`src/rtl/rt_sample_unpacker_if.sv`:
```
`default_nettype none
// +----------------------------------------------------------------------------+
// | rt_sample_unpacker_if                                                      |
// | FIFO read port, sample stream and status counters of the unpacker.         |
// | Revision: 1.0                                                              |
// +----------------------------------------------------------------------------+
interface rt_sample_unpacker_if #(
  parameter int CNT_W = 16
);
  logic             fifo_rd_req;
  logic [15:0]      fifo_rd_data;
  logic             fifo_rd_empty;
  logic             sample_valid;
  logic             sample_ready;
  logic [1:0]       sample_data;
  logic             sample_sof;
  logic [CNT_W-1:0] frame_count;
  logic [7:0]       sync_err_count;
  logic [7:0]       underrun_count;

  modport master (
    output fifo_rd_req,
    input  fifo_rd_data,
    input  fifo_rd_empty,
    output sample_valid,
    input  sample_ready,
    output sample_data,
    output sample_sof,
    output frame_count,
    output sync_err_count,
    output underrun_count
  );

  modport slave (
    input  fifo_rd_req,
    output fifo_rd_data,
    output fifo_rd_empty,
    input  sample_valid,
    output sample_ready,
    input  sample_data,
    input  sample_sof,
    input  frame_count,
    input  sync_err_count,
    input  underrun_count
  );
endinterface
`default_nettype wire

```
`src/rtl/rt_sample_unpacker.sv`:
```
`default_nettype none
// +----------------------------------------------------------------------------+
// | rt_sample_unpacker                                                         |
// | Hunts frame sync, validates length, unpacks 16-bit words to 2-bit samples. |
// | Revision: 1.0                                                              |
// +----------------------------------------------------------------------------+
module rt_sample_unpacker #(
  parameter logic [15:0] SYNC_WORD   = 16'hA55A,
  parameter int          MAX_PAYLOAD = 256,
  parameter int          CNT_W       = 16
) (
  input  logic                  clk,
  input  logic                  reset_n,
  rt_sample_unpacker_if.master  bus
);

  localparam int LEN_W = $clog2(MAX_PAYLOAD + 1);

  typedef enum logic [1:0] {
    ST_HUNT    = 2'd0,
    ST_LEN     = 2'd1,
    ST_PAYLOAD = 2'd2
  } state_t;

  state_t           state_q, state_d;
  logic             run_q;
  logic             rd_inflight_q, rd_inflight_d;
  logic [15:0]      sr_q, sr_d;
  logic [3:0]       sr_cnt_q, sr_cnt_d;
  logic [15:0]      hr_q, hr_d;
  logic             hr_full_q, hr_full_d;
  logic [LEN_W-1:0] pop_left_q, pop_left_d;
  logic [LEN_W-1:0] word_left_q, word_left_d;
  logic             first_q, first_d;
  logic             underrun_q, underrun_d;
  logic [CNT_W-1:0] frame_cnt_q, frame_cnt_d;
  logic [7:0]       sync_err_q, sync_err_d;
  logic [7:0]       underrun_cnt_q, underrun_cnt_d;

  logic rd_req;
  logic xfer;
  logic sr_last;
  logic sr_empty_nxt;
  logic len_ok;
  logic underrun_cond;

  // Only one pop outstanding; run_q keeps the pop low for the first clk after reset release.
  always_comb begin
    rd_req = 1'b0;
    if (run_q && !rd_inflight_q && !bus.fifo_rd_empty) begin
      case (state_q)
        ST_HUNT, ST_LEN: rd_req = 1'b1;
        ST_PAYLOAD:      rd_req = !hr_full_q && (pop_left_q != '0);
        default:         rd_req = 1'b0;
      endcase
    end
  end

  assign xfer          = (sr_cnt_q != 4'd0) && bus.sample_ready;
  assign sr_last       = xfer && (sr_cnt_q == 4'd1);
  assign sr_empty_nxt  = (sr_cnt_q == 4'd0) || sr_last;
  assign len_ok        = (bus.fifo_rd_data != 16'd0) && (bus.fifo_rd_data <= 16'(MAX_PAYLOAD));
  assign underrun_cond = (state_q == ST_PAYLOAD) && (sr_cnt_q == 4'd0) && !hr_full_q &&
                         !rd_inflight_q && bus.fifo_rd_empty;

  always_comb begin
    state_d        = state_q;
    rd_inflight_d  = rd_req;
    sr_d           = sr_q;
    sr_cnt_d       = sr_cnt_q;
    hr_d           = hr_q;
    hr_full_d      = hr_full_q;
    pop_left_d     = pop_left_q;
    word_left_d    = word_left_q;
    first_d        = first_q;
    underrun_d     = underrun_cond;
    frame_cnt_d    = frame_cnt_q;
    sync_err_d     = sync_err_q;
    underrun_cnt_d = underrun_cnt_q;

    if (underrun_cond && !underrun_q && (underrun_cnt_q != 8'hFF)) begin
      underrun_cnt_d = underrun_cnt_q + 8'd1;
    end

    case (state_q)
      ST_HUNT: begin
        if (rd_inflight_q) begin
          if (bus.fifo_rd_data == SYNC_WORD) begin
            state_d = ST_LEN;
          end else if (sync_err_q != 8'hFF) begin
            sync_err_d = sync_err_q + 8'd1;
          end
        end
      end

      ST_LEN: begin
        if (rd_inflight_q) begin
          if (len_ok) begin
            pop_left_d  = bus.fifo_rd_data[LEN_W-1:0];
            word_left_d = bus.fifo_rd_data[LEN_W-1:0];
            first_d     = 1'b1;
            state_d     = ST_PAYLOAD;
          end else begin
            if (sync_err_q != 8'hFF) begin
              sync_err_d = sync_err_q + 8'd1;
            end
            state_d = ST_HUNT;
          end
        end
      end

      ST_PAYLOAD: begin
        if (rd_req) begin
          pop_left_d = pop_left_q - LEN_W'(1);
        end
        if (xfer) begin
          sr_d     = {sr_q[13:0], 2'b00};
          sr_cnt_d = sr_cnt_q - 4'd1;
          first_d  = 1'b0;
        end
        if (sr_last) begin
          word_left_d = word_left_q - LEN_W'(1);
        end
        // Refill in the same clk the last sample leaves so the stream has no bubble.
        if (sr_empty_nxt) begin
          if (hr_full_q) begin
            sr_d      = hr_q;
            sr_cnt_d  = 4'd8;
            hr_full_d = 1'b0;
          end else if (rd_inflight_q) begin
            sr_d     = bus.fifo_rd_data;
            sr_cnt_d = 4'd8;
          end
        end
        if (rd_inflight_q && !(sr_empty_nxt && !hr_full_q)) begin
          hr_d      = bus.fifo_rd_data;
          hr_full_d = 1'b1;
        end
        if (sr_last && (word_left_q == LEN_W'(1))) begin
          frame_cnt_d = frame_cnt_q + CNT_W'(1);
          state_d     = ST_HUNT;
        end
      end

      default: state_d = ST_HUNT;
    endcase
  end

  always_ff @(posedge clk or negedge reset_n) begin
    if (!reset_n) begin
      state_q        <= ST_HUNT;
      run_q          <= 1'b0;
      rd_inflight_q  <= 1'b0;
      sr_q           <= '0;
      sr_cnt_q       <= '0;
      hr_q           <= '0;
      hr_full_q      <= 1'b0;
      pop_left_q     <= '0;
      word_left_q    <= '0;
      first_q        <= 1'b0;
      underrun_q     <= 1'b0;
      frame_cnt_q    <= '0;
      sync_err_q     <= '0;
      underrun_cnt_q <= '0;
    end else begin
      state_q        <= state_d;
      run_q          <= 1'b1;
      rd_inflight_q  <= rd_inflight_d;
      sr_q           <= sr_d;
      sr_cnt_q       <= sr_cnt_d;
      hr_q           <= hr_d;
      hr_full_q      <= hr_full_d;
      pop_left_q     <= pop_left_d;
      word_left_q    <= word_left_d;
      first_q        <= first_d;
      underrun_q     <= underrun_d;
      frame_cnt_q    <= frame_cnt_d;
      sync_err_q     <= sync_err_d;
      underrun_cnt_q <= underrun_cnt_d;
    end
  end

  assign bus.fifo_rd_req    = rd_req;
  assign bus.sample_valid   = (sr_cnt_q != 4'd0);
  assign bus.sample_data    = sr_q[15:14];
  assign bus.sample_sof     = first_q && (sr_cnt_q != 4'd0);
  assign bus.frame_count    = frame_cnt_q;
  assign bus.sync_err_count = sync_err_q;
  assign bus.underrun_count = underrun_cnt_q;

endmodule
`default_nettype wire
```
`src/flat_wrapper.sv`:
```
// flat-port wrapper written by rule: the top's interface ports become plain ports
module rt_sample_unpacker_flat 
#(
  parameter logic [15:0] SYNC_WORD   = 16'hA55A,
  parameter int          MAX_PAYLOAD = 256,
  parameter int          CNT_W       = 16
)
  (clk, reset_n, bus_fifo_rd_req, bus_fifo_rd_data, bus_fifo_rd_empty, bus_sample_valid, bus_sample_ready, bus_sample_data, bus_sample_sof, bus_frame_count, bus_sync_err_count, bus_underrun_count);
  rt_sample_unpacker_if #(.CNT_W(CNT_W)) bus_i ();
  input  logic clk;
  input  logic reset_n;
  output wire logic [$bits(bus_i.fifo_rd_req)-1:0] bus_fifo_rd_req;
  input wire logic [$bits(bus_i.fifo_rd_data)-1:0] bus_fifo_rd_data;
  input wire logic [$bits(bus_i.fifo_rd_empty)-1:0] bus_fifo_rd_empty;
  output wire logic [$bits(bus_i.sample_valid)-1:0] bus_sample_valid;
  input wire logic [$bits(bus_i.sample_ready)-1:0] bus_sample_ready;
  output wire logic [$bits(bus_i.sample_data)-1:0] bus_sample_data;
  output wire logic [$bits(bus_i.sample_sof)-1:0] bus_sample_sof;
  output wire logic [$bits(bus_i.frame_count)-1:0] bus_frame_count;
  output wire logic [$bits(bus_i.sync_err_count)-1:0] bus_sync_err_count;
  output wire logic [$bits(bus_i.underrun_count)-1:0] bus_underrun_count;
  assign bus_fifo_rd_req = bus_i.fifo_rd_req;
  assign bus_i.fifo_rd_data = bus_fifo_rd_data;
  assign bus_i.fifo_rd_empty = bus_fifo_rd_empty;
  assign bus_sample_valid = bus_i.sample_valid;
  assign bus_i.sample_ready = bus_sample_ready;
  assign bus_sample_data = bus_i.sample_data;
  assign bus_sample_sof = bus_i.sample_sof;
  assign bus_frame_count = bus_i.frame_count;
  assign bus_sync_err_count = bus_i.sync_err_count;
  assign bus_underrun_count = bus_i.underrun_count;
  rt_sample_unpacker #(.SYNC_WORD(SYNC_WORD), .MAX_PAYLOAD(MAX_PAYLOAD), .CNT_W(CNT_W)) u_core (.clk(clk), .reset_n(reset_n), .bus(bus_i));
endmodule
```
`config.mk`:
```
export PLATFORM = sky130hd
export DESIGN_NAME = rt_sample_unpacker_flat
export DESIGN_NICKNAME = d
export VERILOG_FILES = /design/src/rtl/rt_sample_unpacker_if.sv /design/src/rtl/rt_sample_unpacker.sv /design/src/flat_wrapper.sv
export SDC_FILE = /design/constraint.sdc
export NUM_CORES = 1
export LEC_CHECK = 0
export BUFFER_PORTS_ARGS = -buffer_cell sky130_fd_sc_hd__buf_2
export CORE_AREA = 4 4 148 121
export CTS_CLUSTER_SIZE = 28
export DETAILED_ROUTE_END_ITERATION = 16
export DIE_AREA = 0 0 152 125
export GPL_TIMING_DRIVEN = 0
export RECOVER_POWER = 25
export SYNTH_ARGS = -nofsm -noshare
export SYNTH_HDL_FRONTEND = slang
export SYNTH_SLANG_ARGS = --single-unit
```
`constraint.sdc`:
```
create_clock -name clk -period 3.15 [get_ports clk]
set_input_delay 0.315 -clock clk [delete_from_list [all_inputs] [get_ports clk]]
set_output_delay 0.315 -clock clk [all_outputs]
set_load 0.005 [all_outputs]
```
After elaboration in Yosys (flattened, before gate mapping)
Index checks and enable logic that the tools add are counted.
{ "op_classes": {"add_sub_neg": 6, "magnitude_cmp": 1, "eq_ne": 17, "mux": 34, "reduce_logical": 39} }
{ "ops": {"columns": ["operator", "count"], "rows": [
  ["16-bit 2-to-1 mux", 4],
  ["8-bit 2-to-1 mux", 5],
  ["9-bit 2-to-1 mux", 4],
  ["9-bit case mux with 2 select lines", 2],
  ["9-bit by 1-bit subtractor with 9-bit output, second input constant", 2],
  ["16-bit by 1-bit adder with 16-bit output, second input constant", 1],
  ["8-bit by 1-bit adder with 8-bit output, second input constant", 2],
  ["16-bit equality test, second input constant", 1],
  ["16-bit by 9-bit <= comparator with 1-bit output, second input constant", 1],
  ["1-bit logical AND", 16],
  ["4-bit 2-to-1 mux", 4],
  ["8-bit != test, second input constant", 2],
  ["8-bit case mux with 2 select lines", 1],
  ["4-bit AND reduction", 4],
  ["16-bit nonzero test", 1],
  ["2-bit by 1-bit != test with 1-bit output, second input constant", 7],
  ["2-bit 2-to-1 mux", 5],
  ["9-bit by 1-bit equality test with 1-bit output, second input constant", 1],
  ["9-bit nonzero test", 1],
  ["1-bit 2-to-1 mux", 6],
  ["2-bit != test, second input constant", 3],
  ["2-bit case mux with 3 select lines", 1],
  ["2-bit AND reduction", 3],
  ["2-bit nonzero test", 3],
  ["other kinds (12)", 17]
]} }
{ "word_totals": {"regBits": 93, "input_bits": 20, "out_inout_bits": 37} }

Depth between registers and ports, before layout
{ "depth": {"word_depth": 9, "depth_mapped": 9, "ltp_nobuf": 7} }

Worst setup path before layout
No wires, ideal clock.
{ "synth_timing": {"path_kind": "register to register", "start": "reg u_core.sr_cnt_q[0]", "end": "reg u_core.underrun_cnt_q[1], in the netlist u_core.bus.underrun_count[1]", "setup_time_ps": 125, "arrival_time_ps": 2432, "t_required_ps": 3025, "slack_ps": 593, "stages_incl_launch_ff": 8, "synth_period_minus_slack_ps": 2557, "path_cell_list": "dfrtp_1 > inv_1 > ha_1 > or3b_2 > clkbuf_1 > or4b_4 > nor3_4 > mux2_2"} }
{ "synth_via": {"elab_chain_cells": 7} }
{ "synth_lines": {"columns": ["item", "line", "text"], "rows": [
  ["start, declared", "rt_sample_unpacker.sv:29", "logic [3:0] sr_cnt_q, sr_cnt_d;"],
  ["start signal, assigned", "rt_sample_unpacker.sv:170", "sr_cnt_q <= sr_cnt_d;"],
  ["4-bit zero test", "rt_sample_unpacker.sv:63", "assign underrun_cond = (state_q == ST_PAYLOAD) && (sr_cnt_q == 4'd0) && !hr_full_q &&"],
  ["1-bit logical AND (3 in a row)", "rt_sample_unpacker.sv:63", null],
  ["1-bit logical AND", "rt_sample_unpacker.sv:64", "!rd_inflight_q && bus.fifo_rd_empty;"],
  ["1-bit logical AND (2 in a row)", "rt_sample_unpacker.sv:81", "if (underrun_cond && !underrun_q && (underrun_cnt_q != 8'hFF)) begin"],
  ["end signal, assigned", "rt_sample_unpacker.sv:179", "underrun_cnt_q <= underrun_cnt_d;"],
  ["end, declared", "rt_sample_unpacker.sv:38", "logic [7:0] underrun_cnt_q, underrun_cnt_d;"]
]} }
Every way passes these cells.
A chain may end at the register's enable or synchronous reset.

Final worst setup path
Ends and elaborated chain as after synthesis.

==> metrics <==
wire per inst=16.5 µm; sw frac=22.3%; antenna cell count=0; Final Skew=0.00960 ns; Yosys cell types=59; CTS clock-pin slew for the worst setup and hold paths=0.07 ns; row count=42; post-place setup slack=0.413 ns; Core Region=16400 µm²; ANT nets after route=0; final setup margin=0.409 ns; CTS tree=built; Remaining Overflow, GRT=0; asr flop ratio synth=100%; GRT met3 Usage=4.04%; max cap viols=0; syn_area_per_cell=10.1 µm²; H-Tree Depth=3; setup TNS=0 ns; Worst-Skew Late Latency=0.35 ns; Yosys top cell area share=47.8%; syn nets=512; final cycle utilization of the critical path=87.0%; port buffer count=56; YS warnings=0; grt peak-use layer=met2; Die Footprint=19000 µm²; P per Cell Area=464 nW/µm²; multi-input logic area=2370 µm²; I/O pins=57; Worst Max-Slew Pin Slew=1.20 ns; Final Hold Violating Endpoints=0; vias per cell=5.21; fmax=365 MHz; worst relative slew slack=20.0%; Post-synth EDFFs=0; final wirelength=12.8 mm; Startpoint Class=flip-flop; post-cts sizing count=0; LEAKAGE=2.65 nW; CTS Buf Count=9; Final min period=2.74 ns; Max VDD drop=0.000229 V; gr usage total=13.5%; CP Data Required Time=3.38 ns; Starting Density=29.7%; register area share after synthesis=47.8%; drt drc=0; layout cell share with drive strength beyond 1=21.3%; post-DP HPWL=9.42 mm; FF+latch area=2330 µm²; Synth area leaders=dfrtp_1 48%, mux2_2 6.5%, xnor2_1 4.0%, nand2_1 2.7%, a21oi_1 2.7%; CTS Sinks=93; Power Internal=2.08 mW; outcome=complete, no violations; Syn Std Cell Area=4870 µm²; critical path class=reg2reg; Hold Crit Class=in2async; initial antenna violation count=0; Clock Tree Root=clkbuf_16; Synth Instances=483; setup violators final=0; cell accounting for the most synthesized area=dfrtp_1; Bufs on Longest Clock Path=2; first-pass GRT wire length=21.1 mm; filler instances=1687; most common flop cell mapped by yosys=dfrtp_1; unrepaired setup endpoints after global routing=no; routability cong.=0.846; met1 Resource Use GR=18.6%; 1st-pass router iterations=5; hold buffer count at cts=0; Psw=0.596 mW; Final Slew Violations=0; postcts setup bufs=0; crit end category=flip-flop; Synth Register Bits=93; met2 usage=20.9%; die height=125 µm; area growth from synthesis to layout=18.3%; largest net degree at the start of global routing=49; crit path max fanout=6; Initial DRC Count=260; via count=4039; vias in the first global route=4111; sequential share of power=47.6%; Logic pwr share=6.9%; Clk network pwr share=45.4%; CP Data Arrival Time=2.98 ns; Die W=152 µm; Final #Nets=580
==> metrics by stage <==
stage	cells	hold slack (ns)	instance area, µm²	power [mW]	utilization, %
floorplan	483	0.0194	4870	1.37	-
global placement	759	0.466	5430	1.48	33.1
detailed placement	760	0.384	5460	1.49	33.3
CTS	775	0.00979	5790	2.72	35.3
global route	775	0.228	5760	2.79	35.1
finish	775	0.205	5760	2.67	35.1
==> layer usage <==
metal	vias to the layer above	wire, µm
met5	-	0
met4	0	181
li1	1913	-
met2	126	5760
met1	1989	5910
met3	11	893
==> cell families (layout without fill, tap and decap cells) <==
family	Yosys count	in the layout	synth area share (%)
adder cells (fa/ha/maj)	9	9	2.31
multiplexers	29	29	6.68
buffers and inverters	40	112	3.59
XOR/XNOR	31	31	5.73
AO/OA/AOI/OAI	103	103	13.7
other	1	1	0.0769
AND/OR/NAND/NOR	177	177	20.2
flip-flops	93	93	47.8
==> registers in the layout, summed over array words and instances (netlist names) <==
register	flops
u_core.sr_cnt_q	4
u_core.pop_left_q	9
u_core.state_q	2
u_core.bus.sync_err_count	8
u_core.sr_q	16
u_core.run_q	1
u_core.bus.frame_count	16
u_core.bus.underrun_count	8
u_core.underrun_q	1
u_core.hr_q	16
u_core.rd_inflight_q	1
u_core.hr_full_q	1
u_core.word_left_q	9
u_core.first_q	1
==> final cells by class <==
class / count / area share (%)
flip-flops and latches: 93 / 40.4
plain buffers: 23 / 1.93
clock buffers: 10 / 3.97
well taps: 220 / 4.78
clock inverters: 5 / 1.74
repair buffers: 57 / 4.95
multi-input cells: 350 / 41.1
inverters: 17 / 1.11
==> cells in the mapped netlist (9+ instances only) <==
master / number
a21oi_1: 26
clkbuf_1: 16
dfrtp_1: 93
ha_1: 9
inv_1: 17
mux2_2: 28
nand2_1: 35
nand3_1: 22
nand4_1: 12
nor2_1: 31
nor3_1: 11
nor4_1: 12
o21ai_0: 24
o22ai_1: 15
or3_1: 19
xnor2_1: 22
==> worst max-delay path: stages (launching register included) <==
cell	delay [ns]
dfrtp_1	0.39
inv_1	0.09
ha_1	0.23
or3b_2	0.45
clkbuf_1	0.18
or4b_4	0.60
nor3_4	0.31
mux2_2	0.38
==> final timing paths <==
path | slack, ns | start | cells past startpoint | endpoint
setup / recovery | 0.41 | u_core.sr_cnt_q[0] | 7 | u_core.bus.underrun_count[1]
hold / removal | 0.20 | reset_n | 1 | u_core.bus.frame_count[13]
setup reg to reg | 0.41 | u_core.sr_cnt_q[0] | 7 | u_core.bus.underrun_count[1]
hold reg to reg | 0.48 | u_core.first_q | 2 | u_core.first_q
max in group asynchronous | 1.19 | reset_n | 2 | u_core.bus.sync_err_count[1]
min in group clk | 0.23 | bus_fifo_rd_data[14] | 2 | u_core.hr_q[14]
==> power by group through the flow <==
stage	combinational, mW	clock [mW]	sequential (mW)
2_1_floorplan	0.0791	0	1.29
3_3_place_gp	0.185	0	1.29
3_5_place_dp	0.195	0	1.30
4_1_cts	0.196	1.25	1.27
5_1_grt	0.214	1.29	1.28
6_report	0.186	1.21	1.27
==> cell usage in the layout (no fill, tap or decap), drive strengths merged, types with 4 or more instances in the layout <==
cell	synthesis	routed
ha	9	9
a22oi	5	5
or3	19	19
nor4	14	14
nand4	12	12
buf	7	62
a221o	7	7
inv	17	17
nand3	22	22
and3	7	7
dfrtp	93	93
nor2	31	31
or4	6	6
xnor2	23	23
o21ai	24	24
nor3	12	12
clkbuf	16	28
o22ai	15	15
mux2	28	28
xor2	8	8
nand2	35	35
and4	4	4
a21oi	26	26
(Power assumes the default switching activity.)
